### src/rtl/psk_pkg.sv
// Shared definitions for the M-PSK phase mapper.
//   - mode encodings (BPSK / QPSK / 8PSK; encoding 3 is reserved and decodes as QPSK)
//   - FSM state type and the sampled-request bundle
//   - helpers: bits_per_sym, gray2bin, bitrev3
package psk_pkg;

    localparam logic [1:0] MODE_BPSK = 2'd0;
    localparam logic [1:0] MODE_QPSK = 2'd1;
    localparam logic [1:0] MODE_8PSK = 2'd2;
    localparam logic [1:0] MODE_RSVD = 2'd3;

    typedef enum logic {
        ST_IDLE = 1'b0,
        ST_HOLD = 1'b1
    } psk_state_e;

    // Everything that is sampled together at symbol acceptance.
    typedef struct packed {
        logic [1:0] mode;
        logic       diff_en;
        logic       offset_en;
        logic [2:0] sym_data;
    } psk_req_t;

    // k = log2(M); the reserved mode falls through to the QPSK value.
    function automatic logic [1:0] bits_per_sym(input logic [1:0] mode);
        case (mode)
            MODE_BPSK: return 2'd1;
            MODE_8PSK: return 2'd3;
            default:   return 2'd2;
        endcase
    endfunction

    // A 3-bit Gray decode also decodes 1- and 2-bit codes when the unused
    // upper bits are zero, so one helper serves every mode.
    function automatic logic [2:0] gray2bin(input logic [2:0] g);
        return {g[2], g[2] ^ g[1], g[2] ^ g[1] ^ g[0]};
    endfunction

    function automatic logic [2:0] bitrev3(input logic [2:0] d);
        return {d[0], d[1], d[2]};
    endfunction

endpackage

### src/rtl/psk_phase_mapper_if.sv
// Symbol-in / phase-out bundle of the phase mapper.
//   master : symbol producer (drives mode, diff_en, offset_en, sym_data, sym_valid;
//            observes sym_ready and the phase outputs)
//   slave  : the mapper itself
interface psk_phase_mapper_if #(
    parameter int PHASE_W = 14
);
    logic [1:0]         mode;
    logic               diff_en;
    logic               offset_en;
    logic [2:0]         sym_data;
    logic               sym_valid;
    logic               sym_ready;
    logic [PHASE_W-1:0] phase_mod;
    logic               phase_va;
    logic               sym_start;

    modport master (
        output mode, diff_en, offset_en, sym_data, sym_valid,
        input  sym_ready, phase_mod, phase_va, sym_start
    );

    modport slave (
        input  mode, diff_en, offset_en, sym_data, sym_valid,
        output sym_ready, phase_mod, phase_va, sym_start
    );
endinterface

### src/rtl/psk_sym_index.sv
// Combinational symbol-to-constellation-index mapping.
//   mode       in  2  constellation select
//   sym_data   in  3  raw symbol bits (only the low k bits matter)
//   idx        out 3  constellation point index (0..M-1)
//   step_shift out 2  k = log2(M); phase step is 2^PHASE_W >> k
module psk_sym_index
    import psk_pkg::*;
(
    input  logic [1:0] mode,
    input  logic [2:0] sym_data,
    output logic [2:0] idx,
    output logic [1:0] step_shift
);

    logic [1:0] k;
    logic [2:0] masked;
    logic [2:0] rev;

    always_comb begin
        k          = bits_per_sym(mode);
        masked     = sym_data & ((3'd1 << k) - 3'd1);
        // Reverse all three bits, then shift the k reversed bits back down.
        rev        = bitrev3(masked) >> (2'd3 - k);
        idx        = gray2bin(rev);
        step_shift = k;
    end

endmodule

### src/rtl/psk_phase_mapper.sv
// M-PSK symbol-to-phase mapper with per-symbol hold.
//   clk    in  system clock, rising edge
//   reset  in  asynchronous, active-high reset
//   bus    slave side of psk_phase_mapper_if:
//            mode/diff_en/offset_en/sym_data/sym_valid in, sym_ready out,
//            phase_mod (PHASE_W) / phase_va / sym_start out
// Each accepted symbol is held on phase_mod for SPS cycles. The next symbol
// may be accepted on the last hold cycle, giving gap-free streaming.
module psk_phase_mapper
    import psk_pkg::*;
#(
    parameter int PHASE_W = 14,
    parameter int SPS     = 8
) (
    input  logic               clk,
    input  logic               reset,
    psk_phase_mapper_if.slave  bus
);

    localparam int                CNT_W    = (SPS > 1) ? $clog2(SPS) : 1;
    localparam logic [CNT_W-1:0]  CNT_LOAD = CNT_W'(SPS - 1);

    psk_state_e         state_q, state_d;
    logic [CNT_W-1:0]   cnt_q;
    logic [PHASE_W-1:0] acc_q;
    logic [PHASE_W-1:0] phase_q;
    logic               va_q;
    logic               start_q;
    logic               sym_ready;
    logic               accept;

    psk_req_t           req;
    logic [2:0]         idx;
    logic [1:0]         step_shift;
    logic [PHASE_W-1:0] idx_step;
    logic [PHASE_W-1:0] half_step;
    logic [PHASE_W-1:0] acc_next;

    assign req = '{mode:      bus.mode,
                   diff_en:   bus.diff_en,
                   offset_en: bus.offset_en,
                   sym_data:  bus.sym_data};

    psk_sym_index u_index (
        .mode       (req.mode),
        .sym_data   (req.sym_data),
        .idx        (idx),
        .step_shift (step_shift)
    );

    // idx * (2^PHASE_W / M) is a left shift by PHASE_W - k; the half step is
    // one bit lower. Sums wrap naturally at PHASE_W bits.
    always_comb begin
        idx_step  = PHASE_W'(idx) << (PHASE_W - int'(step_shift));
        half_step = req.offset_en ? (PHASE_W'(1) << (PHASE_W - 1 - int'(step_shift)))
                                  : '0;
        acc_next  = req.diff_en ? (acc_q + idx_step) : idx_step;
    end

    assign accept = bus.sym_valid & sym_ready;

    // FSM state register
    always_ff @(posedge clk or posedge reset) begin
        if (reset) state_q <= ST_IDLE;
        else       state_q <= state_d;
    end

    // FSM next state and ready. Ready depends only on state/cnt (and reset),
    // never on sym_valid.
    always_comb begin
        state_d   = state_q;
        sym_ready = 1'b0;
        case (state_q)
            ST_IDLE: begin
                sym_ready = 1'b1;
                if (accept) state_d = ST_HOLD;
            end
            ST_HOLD: begin
                sym_ready = (cnt_q == '0);
                if (cnt_q == '0 && !accept) state_d = ST_IDLE;
            end
            default: state_d = ST_IDLE;
        endcase
        if (reset) sym_ready = 1'b0;
    end

    // Datapath: hold counter, phase accumulator, output registers.
    always_ff @(posedge clk or posedge reset) begin
        if (reset) begin
            cnt_q   <= '0;
            acc_q   <= '0;
            phase_q <= '0;
            va_q    <= 1'b0;
            start_q <= 1'b0;
        end else if (accept) begin
            cnt_q   <= CNT_LOAD;
            acc_q   <= acc_next;
            phase_q <= acc_next + half_step;
            va_q    <= 1'b1;
            start_q <= 1'b1;
        end else begin
            start_q <= 1'b0;
            if (state_q == ST_HOLD) begin
                if (cnt_q != '0) cnt_q <= cnt_q - 1'b1;
                else             va_q  <= 1'b0;   // underrun: phase_mod keeps last value
            end
        end
    end

    assign bus.sym_ready = sym_ready;
    assign bus.phase_mod = phase_q;
    assign bus.phase_va  = va_q;
    assign bus.sym_start = start_q;

endmodule
### src/flat_wrapper.sv
// flat-port wrapper written by rule: the top's interface ports become plain ports
module psk_phase_mapper_flat import psk_pkg::*;
#(
    parameter int PHASE_W = 14,
    parameter int SPS     = 8
)
  (clk, reset, bus_mode, bus_diff_en, bus_offset_en, bus_sym_data, bus_sym_valid, bus_sym_ready, bus_phase_mod, bus_phase_va, bus_sym_start);
  psk_phase_mapper_if #(.PHASE_W(PHASE_W)) bus_i ();
  input  logic clk;
  input  logic reset;
  input wire logic [$bits(bus_i.mode)-1:0] bus_mode;
  input wire logic [$bits(bus_i.diff_en)-1:0] bus_diff_en;
  input wire logic [$bits(bus_i.offset_en)-1:0] bus_offset_en;
  input wire logic [$bits(bus_i.sym_data)-1:0] bus_sym_data;
  input wire logic [$bits(bus_i.sym_valid)-1:0] bus_sym_valid;
  output wire logic [$bits(bus_i.sym_ready)-1:0] bus_sym_ready;
  output wire logic [$bits(bus_i.phase_mod)-1:0] bus_phase_mod;
  output wire logic [$bits(bus_i.phase_va)-1:0] bus_phase_va;
  output wire logic [$bits(bus_i.sym_start)-1:0] bus_sym_start;
  assign bus_i.mode = bus_mode;
  assign bus_i.diff_en = bus_diff_en;
  assign bus_i.offset_en = bus_offset_en;
  assign bus_i.sym_data = bus_sym_data;
  assign bus_i.sym_valid = bus_sym_valid;
  assign bus_sym_ready = bus_i.sym_ready;
  assign bus_phase_mod = bus_i.phase_mod;
  assign bus_phase_va = bus_i.phase_va;
  assign bus_sym_start = bus_i.sym_start;
  psk_phase_mapper #(.PHASE_W(PHASE_W), .SPS(SPS)) u_core (.clk(clk), .reset(reset), .bus(bus_i));
endmodule
### config.mk
export PLATFORM = sky130hd
export DESIGN_NAME = psk_phase_mapper_flat
export DESIGN_NICKNAME = d
export VERILOG_FILES = /design/src/rtl/psk_pkg.sv /design/src/rtl/psk_phase_mapper_if.sv /design/src/rtl/psk_sym_index.sv /design/src/rtl/psk_phase_mapper.sv /design/src/flat_wrapper.sv
export SDC_FILE = /design/constraint.sdc
export NUM_CORES = 1
export LEC_CHECK = 0
export CORE_AREA = 2 2 53 92
export DETAILED_ROUTE_END_ITERATION = 6
export DIE_AREA = 0 0 55 94
export GPL_TIMING_DRIVEN = 0
export HOLD_SLACK_MARGIN = 0.06
export SYNTH_ARGS = -nofsm -noshare
export SYNTH_HDL_FRONTEND = slang
export SYNTH_SLANG_ARGS = --single-unit
export TNS_END_PERCENT = 1
### constraint.sdc
create_clock -name clk -period 4.6 [get_ports clk]
set_input_delay 0.46 -clock clk [delete_from_list [all_inputs] [get_ports clk]]
set_output_delay 0.46 -clock clk [all_outputs]
set_load 0.05 [all_outputs]
==> results of run 1 <==
==> final timing paths <==
kind / from / end / slack (ps) / cells past startpoint
worst max-delay path: bus_sym_data[0] / u_core.bus.phase_mod[13] / 1160 / 13
worst min-delay path: u_core.bus.phase_mod[13] / u_core.bus.phase_mod[13] / 490 / 2
worst max register to register: u_core.acc_q[11] / u_core.bus.phase_mod[13] / 2060 / 9
worst min register to register: u_core.bus.phase_mod[13] / u_core.bus.phase_mod[13] / 490 / 2
max in group asynchronous: reset / u_core.acc_q[11] / 3270 / 2
min in group asynchronous: reset / u_core.bus.phase_mod[9] / 740 / 2
==> synthesized netlist by cell type (2+ instances only) <==
library cell | number | area [um^2]
inv_1 | 9 | 33.8
nand2_1 | 21 | 78.8
buf_2 | 2 | 10.0
a211oi_1 | 2 | 15.0
buf_4 | 8 | 60.1
xnor2_1 | 3 | 26.3
conb_1 | 2 | 7.51
nand3_1 | 3 | 15.0
o21ai_0 | 8 | 40.0
a21oi_1 | 6 | 30.0
nor3b_1 | 2 | 15.0
nor2b_1 | 10 | 62.6
mux2i_1 | 2 | 20.0
ha_1 | 11 | 138
fa_1 | 2 | 40.0
a21o_1 | 2 | 15.0
xor2_1 | 7 | 61.3
and2_1 | 3 | 18.8
dfrtp_1 | 26 | 651
mux2_2 | 4 | 45.0
o211ai_1 | 2 | 15.0
==> power by group <==
part           switching (mW)  internal (mW)
logic                   0.302          0.195
registers              0.0417          0.296
clock network          0.0736          0.117
total                   0.417          0.608
==> routing by layer <==
layer | GRT usage, % | part of all wire [%]
met5 | 0 | 0
met4 | 8.33 | 5.1
met3 | 1.59 | 3.2
met2 | 23.5 | 54
met1 | 13.6 | 38
==> cells by family after synthesis <==
| group | Yosys count | share of synthesized area (%) |
|---|---|---|
| AOI/OAI and AO/OA | 27 | 11.8 |
| xor gates and xnor gates | 10 | 5.81 |
| adders and majority gates | 13 | 11.8 |
| buffers and inverters | 21 | 7.39 |
| DFF | 26 | 43.2 |
| muxes | 6 | 4.32 |
| other | 2 | 0.499 |
| and+or+nand+nor | 45 | 15.2 |
==> critical path, cell delays in order <==
cell and delay (ps):
clkdlybuf4s50_1 510, xor2_1 230, xnor2_1 120, nor3b_1 260, ha_1 330, xnor2_1 140, mux2_2 290, ha_1 340
o21ai_0 90, o21bai_1 140, a21oi_1 130, or4_1 520, nand3_1 90
==> registers in the layout, summed over array words and instances, names as in the netlist <==
register	cells
u_core.bus.phase_mod	14
u_core.acc_q	6
u_core.cnt_q	3
u_core.bus.phase_va	1
u_core.bus.sym_start	1
u_core.state_q	1
==> layout by cell type, fill, tap and decap left out, types with 6 or more instances in the layout <==
master           instances
o21ai_0                  8
a21oi_1                  6
conb_1                   7
inv_1                    9
xor2_1                   7
buf_4                    8
clkdlybuf4s50_1         25
dfrtp_1                 26
nand2_1                 21
nor2b_1                 10
ha_1                    11
==> area by class of cell <==
type | instances | area [um^2]
Sequential cell | 26 | 651
Multi-Input combinational cell | 108 | 763
Tap cell | 51 | 63.8
Clock inverter | 1 | 30.0
Clock buffer | 3 | 41.3
Buffer | 11 | 73.8
Inverter | 10 | 37.5
Timing Repair Buffer | 25 | 250
Fill cell | 450 | 2490
==> stage by stage <==
| stage | cells | area [um^2] |
|---|---|---|
| global route | 235 | 1910 |
| CTS | 235 | 1910 |
| floorplan | 155 | 1530 |
| finish | 235 | 1910 |
| global placement | 231 | 1840 |
| detailed placement | 231 | 1840 |
==> reports/results.tsv, run 1 <==
metric	value	unit
#FFs+latches synth	26	
worst skew pair latency	270	ps
CP max FO	3	
WP data required	4810	ps
first-pass GRT wire length	4930	um
initial DRC count	9	
Vias	1122	
HP Class	reg -> reg	
Max Cap Viol	0	
largest net degree at the start of global routing	27	
Root Driver	clkbuf_8	
number of post-CTS setup repair buffers	0	
IO Port Bufs	25	
mapped cell area	1510	um^2
Final Max Tran Viols	0	
# rows	32	
Max Freq	291	MHz
Final Cycle Share	74.8	%
Post-synth EDFFs	0	
routed vias/inst	4.77	
Die Width	55	um
Synth async-reset ratio	100	%
Placeable Area	4400	um^2
outcome	finished, final reports clean	
post-layout minimum cycle time	3440	ps
Arrival @ worst endpoint	3660	ps
Slew @ Worst Pin	974	ps
hold slack	491	ps
post-route DRC violation count	0	
Setup violations, final	0	
area grow syn2layout	26.8	%
Hold Vio Cnt, Final	0	
cell count after synthesis	150	
Routed Antenna Nets	0	
clk buf depth	2	
Die Area	5170	um^2
H-tree depth	1	
vias in the first global route	1104	
# IOs	27	
post-synthesis cell type count	36	
average cell area after synthesis	10.0	um^2
diode count	0	
initial antenna violation count	0	
Yosys warnings	0	
Pwr Density	537	nW/um^2
Worst VDD drop	0.375	mV
final WL	2900	um
Tot Pwr	1.03	mW
Detail Placement HPWL	2360	um
Seq/Total Area, Yosys	43.2	%
Hold Buf Count CTS	0	
initial core utilization	34.2	%
final setup skew	3.59	ps
Rel. slew slack	35.0	%
TritonCTS clock tree	built	
total track usage	13.2	%
Placer Congestion	0.772	
setup_tns	0	ps
Chip Height	94	um
DR WL/cell	12.3	um
Worst setup EP type	flop	
Num CTS Buffers	3	
Post-Place Worst Slack	885	ps
startpoint types	primary input	
number of nets in the layout	208	
CTS sink count	26	
clock-pin slew on the worst setup and hold paths	90	ps
Primary FF master, synth	dfrtp_1	
grt total ovfl	0	
cts repair resizes	0	
final core occ	43.4	%
LEAKAGE	0.960	nW
setup ws final	1160	ps
RSZ-0062 raised after global routing	false	
kind of critical path	in -> reg	
DRT Pass-1 Iters	3	
fraction of layout cells with a size suffix above 1	12.5	%
No activity file was read; power rests on OpenSTA's default activity.
==> run 2, diff against run 1 <==
==> constraint.sdc (replaced) <==
create_clock -name clk -period 3.3 [get_ports clk]
set_input_delay 0.33 -clock clk [delete_from_list [all_inputs] [get_ports clk]]
set_output_delay 0.33 -clock clk [all_outputs]
set_load 0.05 [all_outputs]
==> reports/results.tsv, run 2 (synthesis results as in run 1) <==
metric	value	unit
outcome	finished, final reports clean	
slowest CP cell	or4_1	
initial DRC count	14	
RSZ-0062 raised after global routing	false	
Routed Antenna Nets	0	
Worst setup EP type	flop	
TritonCTS clock tree	built	
H-tree depth	1	
Die Width	55	um
post-layout minimum cycle time	3130	ps
Placer Congestion	0.772	
Chip Height	94	um
max FFs per register	14	
Final Max Tran Viols	0	
Die Area	5170	um^2
DRT Pass-1 Iters	4	
design area	1940	um^2
diode count	0	
DR WL/cell	12.5	um
Placeable Area	4400	um^2
final setup skew	1.67	ps
CP startpoint	bus_sym_data[1]	
initial core utilization	34.2	%
commonest non-fill, non-tap cell in the layout	dfrtp_1	
final WL	2930	um
Hold Buf Count CTS	0	
# rows	32	
clk buf depth	2	
LEAKAGE	0.971	nW
DP Area	1840	um^2
Num CTS Buffers	3	
total track usage	13.4	%
Vias	1128	
Worst Hold Launch	u_core.bus.phase_mod[13]	
Cell Count, Final, Fillers Out	235	
internal power	0.854	mW
crit-path cells	clkdlybuf4s50_1 -> xor2_2 -> xnor2_1 -> nor3b_2 -> ha_1 -> xnor2_1 -> mux2_2 -> ha_4 -> o21ai_0 -> o21bai_1 -> a21oi_1 -> or4_1 -> nand3_1	
number of nets in the layout	208	
Final Cycle Share	95.0	%
setup ws final	165	ps
number of post-CTS setup repair buffers	0	
Max Freq	319	MHz
Switch Pwr	0.586	mW
kind of critical path	in -> reg	
Max Cap Viol	0	
dpl cells	231	
Setup violations, final	0	
Post-Place Worst Slack	-285	ps
WP data required	3510	ps
CP max FO	3	
CTS sink count	26	
sequential share of power	32.7	%
initial antenna violation count	0	
Hold Vio Cnt, Final	0	
first-pass GRT wire length	4990	um
Worst VDD drop	0.524	mV
Rel. slew slack	35.4	%
Slew @ Worst Pin	967	ps
Root Driver	clkbuf_8	
startpoint types	primary input	
routed vias/inst	4.80	
met3 GRT Util	1.59	%
Pwr Density	743	nW/um^2
vias in the first global route	1109	
commonest cells after routing, fill and taps aside	dfrtp_1, clkdlybuf4s50_1, nand2_1	
met2 usage	23.0	%
sw frac	40.7	%
# IOs	27	
Comb pwr share	48.9	%
clock-pin slew on the worst setup and hold paths	90	ps
area grow syn2layout	28.7	%
HP Class	reg -> reg	
worst skew pair latency	270	ps
grt met1 use	14.1	%
IO Port Bufs	25	
grt total ovfl	0	
slowest cell delay on critical path	520	ps
launching point of the worst reg2reg path	u_core.acc_q[10]	
Top Usage Layer GRT	met2	
Arrival @ worst endpoint	3350	ps
most frequent CP cell	xnor2_1	
largest net degree at the start of global routing	27	
post-route DRC violation count	0	
Clock Power Share	18.4	%
fraction of layout cells with a size suffix above 1	14.1	%
Detail Placement HPWL	2360	um
-- run 2: metrics by stage --
step	hold slack (ps)	setup TNS (ps)	util, %	power (mW)
floorplan	370	0	-	0.982
global placement	470	-246	41.8	1.15
detailed placement	476	-285	41.8	1.17
CTS	498	0	43.5	1.44
global route	514	0	44.0	1.55
finish	491	0	44.0	1.44
-- run 2: cell type report --
| cell class | instances | area, um^2 |
|---|---|---|
| Clock inverter | 1 | 30.0 |
| Sequential cell | 26 | 651 |
| Fill cell | 445 | 2470 |
| Clock buffer | 3 | 41.3 |
| Buffer | 11 | 73.8 |
| Inverter | 10 | 37.5 |
| Timing Repair Buffer | 25 | 253 |
| Tap cell | 51 | 63.8 |
| Multi-Input combinational cell | 108 | 788 |
-- run 2: worst paths after layout --
| check | end | slack [ps] | cells past startpoint |
|---|---|---|---|
| worst max register to register | u_core.bus.phase_mod[13] | 810 | 9 |
| min in group asynchronous | u_core.bus.phase_va | 610 | 2 |
| worst min register to register | u_core.bus.phase_mod[13] | 490 | 2 |
| max in group asynchronous | u_core.bus.phase_mod[4] | 2110 | 2 |
| worst min-delay path | u_core.bus.phase_mod[13] | 490 | 2 |
| worst max-delay path | u_core.bus.phase_mod[13] | 170 | 13 |
-- run 2: worst max-delay path: cells and delay by family --
family,cells,cell delay [ps]
adder cells (fa/ha/maj),2,590
multiplexers,1,310
buffers and inverters,1,450
AND/OR/NAND/NOR,3,820
AO/OA/AOI/OAI,3,350
XOR/XNOR,3,500
-- run 2: power by group through the flow --
stage	clock [mW]	combinational, mW	sequential, mW
final	0.265	0.704	0.471
after global routing	0.286	0.783	0.484
after CTS	0.274	0.695	0.473
after detailed placement	0	0.693	0.480
after global placement	0	0.675	0.472
after floorplan	0	0.369	0.613
-- run 2: metal layers --
metal  vias to the layer above  wire length [um]
li1                        549                 -
met1                       542              1100
met2                        24              1580
met3                        13                93
met4                         0               165
met5                         -                 0
-- run 2: timing repair --
action	4_1_cts	5_1_grt
gates cloned	0	0
pin swaps	1	1
endpoints found under the setup margin	1	1
gates resized for setup	1	3
